## src/rtl/partoserial.sv

```systemverilog
// rtl/partoserial.sv - byte-serial transmitter, LSB first, with comma preamble and idle fill
module partoserial #(
  parameter int         PREAMBLE_BYTES = 4,
  parameter logic [7:0] IDLE_CHAR      = 8'hBC
) (
  input  logic       clk_8f,
  input  logic       reset_L,
  input  logic [7:0] data_in,
  input  logic       valid_in,
  output logic       ready_out,
  output logic       data_out,
  output logic       frame_out,
  output logic       active_out
);
  localparam logic [3:0] PRE_LAST = 4'(PREAMBLE_BYTES - 1);

  logic [2:0] phase;
  logic [7:0] shreg;
  logic [3:0] pre_cnt;
  logic       byte_end;

  assign byte_end  = (phase == 3'd7);
  // Only flop-derived terms, so the source may make valid_in depend on ready_out.
  assign ready_out = byte_end && (pre_cnt == PRE_LAST);
  assign frame_out = (phase == 3'd0);
  assign data_out  = shreg[0];

  always_ff @(posedge clk_8f or negedge reset_L) begin
    if (!reset_L) begin
      phase      <= 3'd0;
      shreg      <= IDLE_CHAR;
      pre_cnt    <= 4'd0;
      active_out <= 1'b0;
    end else begin
      phase <= phase + 3'd1;
      if (byte_end) begin
        shreg <= (ready_out && valid_in) ? data_in : IDLE_CHAR;
        if (pre_cnt != PRE_LAST) begin
          pre_cnt <= pre_cnt + 4'd1;
        end else begin
          active_out <= 1'b1;
        end
      end else begin
        shreg <= {1'b0, shreg[7:1]};
      end
    end
  end
endmodule

```

## config.mk

```make
export PLATFORM = sky130hd
export DESIGN_NAME = partoserial
export DESIGN_NICKNAME = d
export VERILOG_FILES = /design/src/rtl/partoserial.sv
export SDC_FILE = /design/constraint.sdc
export NUM_CORES = 1
export LEC_CHECK = 0
export BUFFER_PORTS_ARGS = -buffer_cell sky130_fd_sc_hd__buf_2
export CORE_MARGIN = 4
export CORE_UTILIZATION = 50
export CTS_CLUSTER_DIAMETER = 30
export DETAILED_ROUTE_END_ITERATION = 12
export MAX_ROUTING_LAYER = met4
export PLACE_DENSITY = 0.75
export SETUP_SLACK_MARGIN = 0.05
export SLEW_MARGIN = 30
export SYNTH_ARGS = -nofsm -noshare
export SYNTH_HDL_FRONTEND = slang
export SYNTH_SLANG_ARGS = --single-unit
```

## constraint.sdc

```tcl
create_clock -name clk_8f -period 1.7 [get_ports clk_8f]
set_input_delay 0.34 -clock clk_8f [delete_from_list [all_inputs] [get_ports clk_8f]]
set_output_delay 0.34 -clock clk_8f [all_outputs]
set_load 0.02 [all_outputs]
```

==> run metrics <==
result of the run=finished, violations left; failing checks=setup timing; weighted congestion reported at the end of routability-driven placement=0.714; RSZ-0062 raised after global routing=yes; First-pass DRT Iterations=3; worst-case clock buffer depth=2; total of fill cells in the finished design=101; I/O pin count=15; mean post-synth cell area=11.8 um2; max-capacitance violation count=0; Compound-Gate Fraction of Synth Area=0.110; count of flip-flops with a built-in enable after synthesis=0; sort of element at the end of the critical path=primary output; hold crit path type=primary input to register; Met1 Routed Length=592 um; number of nets in the final layout=98; worst slack, placed=0.143 ns; worst-skew pair later-pin latency=0.29 ns; static leakage=0.432 nW; first-pass GRT wire length=2300 um; overflow left after global routing=0; clock net sink count=16; net count after synthesis=75; final routed wirelength across all metal layers=1310 um; max-slew violations=0; Die W=45.6 um; top-count cell post-synth=sky130_fd_sc_hd__dfrtp_1; mapped cell area=707 um2; detailed router's first-iteration violation count=8; detail-routed via count per cell=5.29; CORE AREA=1320 um2; predominant post-synthesis flop cell=sky130_fd_sc_hd__dfrtp_1; crit path DAT=1.41 ns; post-synthesis simple-gate area fraction=0.150; global-route total usage across every layer=0.168; area leader, netlist=sky130_fd_sc_hd__dfrtp_1; startpoint class of the critical path=register; clock buffer count from CTS=3; Worst slew margin=0.767; list of most frequent post-synthesis cells=sky130_fd_sc_hd__dfrtp_1 (11), sky130_fd_sc_hd__inv_1 (8), sky130_fd_sc_hd__a31oi_1 (5), sky130_fd_sc_hd__dfstp_2 (5); buffer cell driving the clock tree root=sky130_fd_sc_hd__clkbuf_4; top cells by area, synth=sky130_fd_sc_hd__dfrtp_1 (39%), sky130_fd_sc_hd__dfstp_2 (19%), sky130_fd_sc_hd__ha_1 (7.1%), sky130_fd_sc_hd__a31oi_1 (4.4%), sky130_fd_sc_hd__inv_1 (4.2%); ant diodes=0; Seq/Total Area, Yosys=0.575; share of synthesized flip-flops with an asynchronous set or reset=1.00; power density cells=755 nW/um2; Met2 Wirelength=607 um; Setup CP Type=register to primary output; final critical-path required period=1.75 ns; total negative setup slack=-0.0453 ns; antenna violations before repair=0; share of the clock period used by the worst path=1.03; WL per Instance=13.5 um; clock tree from TritonCTS=done; remaining design rule violation count=0; share of cell area taken by muxes after synthesis=0.0159; # H-tree levels=1; detailed placer's ending HPWL=858 um; ratio of cells with drive above 1 in the final layout=0.427; remaining antenna violation count after routing=0; die height=45.6 um; required time of the worst setup path=1.36 ns; biggest cell delay along the critical path=0.37 ns; endpoints failing hold=0; CP max FO=2; die area=2080 um2; Initial Utilization=0.537; post-placement cell count=89; ordered list of cells on the worst path=ha_2, ha_4, nor4bb_4, buf_4; routed wire length on met3=64 um; synthesized-area fraction occupied by xor and xnor cells=0.0124; Worst Slack Setup Final=-0.0453 ns; final number of setup-violating endpoints=1; count of distinct cell types in the synthesized netlist=22; dominant combinational cell family by area after synthesis=simple AND/OR/NAND/NOR gates; count of buffers inserted at the top-level ports=14; clock-pin slew on the worst setup and hold paths=0.09 ns; Final Skew=0.00110 ns; adder and majority gate portion of the synthesized area=0.0708; routed vias=513; Top Metal Used=met4; worst ir drop on vdd=0.565 mV; CP max-delay cell=sky130_fd_sc_hd__dfrtp_1; number of synthesized register bits=16; Post-Syn Instances=60; pin count of the biggest net entering global routing=17; Highest Clock Rate=573 MHz; number of warnings printed during yosys synthesis=0; share of Yosys cell area claimed by the top area cell type=0.389; vias in the first global route=518; pin slew with the least headroom to its limit=0.349 ns; non-filler instance count after layout=97; Area Growth Syn to Fin=28.1%; Row Count=13
power by group:
part | internal, mW | total (mW) | switching (mW)
sequential | 0.392 | 0.395 | 0.00213
clock | 0.131 | 0.255 | 0.124
combinational | 0.0158 | 0.0349 | 0.0191
total | 0.539 | 0.684 | 0.145
metrics by stage:
| stage | power, mW | hold slack [ns] | area, um2 | utilization |
|---|---|---|---|---|
| 2_1_floorplan | 0.414 | 0.0444 | 707 | - |
| 3_3_place_gp | 0.434 | 0.264 | 802 | 0.609 |
| 3_5_place_dp | 0.436 | 0.269 | 802 | 0.609 |
| 4_1_cts | 0.694 | 0.238 | 896 | 0.680 |
| 5_1_grt | 0.716 | 0.251 | 906 | 0.688 |
| 6_report | 0.684 | 0.245 | 906 | 0.688 |
cells in the final DEF (no fill, tap or decap), drive strengths merged, types with 3 or more instances in the layout:
| cell type | instances |
|---|---|
| dfrtp | 11 |
| nand2b | 3 |
| a31oi | 5 |
| ha | 4 |
| a32o | 3 |
| nor2 | 4 |
| inv | 8 |
| clkbuf | 4 |
| dfstp | 5 |
| buf | 20 |
layer usage:
metal,up-vias,GRT usage
met5,-,-
met4,0,0.140
met3,5,0.0237
met2,13,0.253
met1,246,0.196
li1,249,-
worst max-delay path, delay by kind of cell, from the launching register on:
family                     cells  cell delay [ns]
DFF                            1             0.37
adders and majority gates      2             0.33
and+or+nand+nor                1             0.22
buffers and inverters          1             0.20
state kept, by name, indices dropped and copies added (netlist names):
name,count
active_out,1
phase,3
pre_cnt,4
shreg,8
area by class of cell:
type	count	area, um2	share of cell area
Inverter	8	30.0	0.0331
Multi-Input combinational cell	33	284	0.314
Sequential cell	16	407	0.449
Clock buffer	4	36.3	0.0401
Tap cell	15	18.8	0.0207
Timing Repair Buffer	21	130	0.144
cells by family (layout without fill, tap and decap cells):
group / count (synthesis) / after routing
xor gates and xnor gates: 1 / 1
adders and majority gates: 4 / 4
buffers and inverters: 11 / 33
AOI/OAI and AO/OA: 10 / 10
and+or+nand+nor: 17 / 17
muxes: 1 / 1
DFF: 16 / 16
path summary, 6_finish.rpt:
kind | cells past startpoint | startpoint | endpoint | slack, ns
min in group asynchronous | 2 | reset_L | pre_cnt[1]$_DFFE_PN0P_ | 0.48
worst min register to register | 1 | shreg[1]$_DFF_PN0_ | shreg[0]$_DFF_PN0_ | 0.47
worst min-delay path | 3 | data_in[3] | shreg[3]$_DFF_PN1_ | 0.24
max in group asynchronous | 2 | reset_L | shreg[3]$_DFF_PN1_ | 0.92
worst max-delay path | 4 | phase[0]$_DFF_PN0_ | ready_out | -0.05
worst max register to register | 5 | phase[1]$_DFF_PN0_ | shreg[1]$_DFF_PN0_ | 0.27
repair_timing:
action | 4_1_cts | 5_1_grt
pin swaps | 0 | 1
resized for setup | 6 | 2
hold endpoints to repair | 11 | 0
setup endpoints to repair | 1 | 1
hold buffers | 1 | 0
setup buffers | 2 | 1
Power figures use the tool's default switching activity.
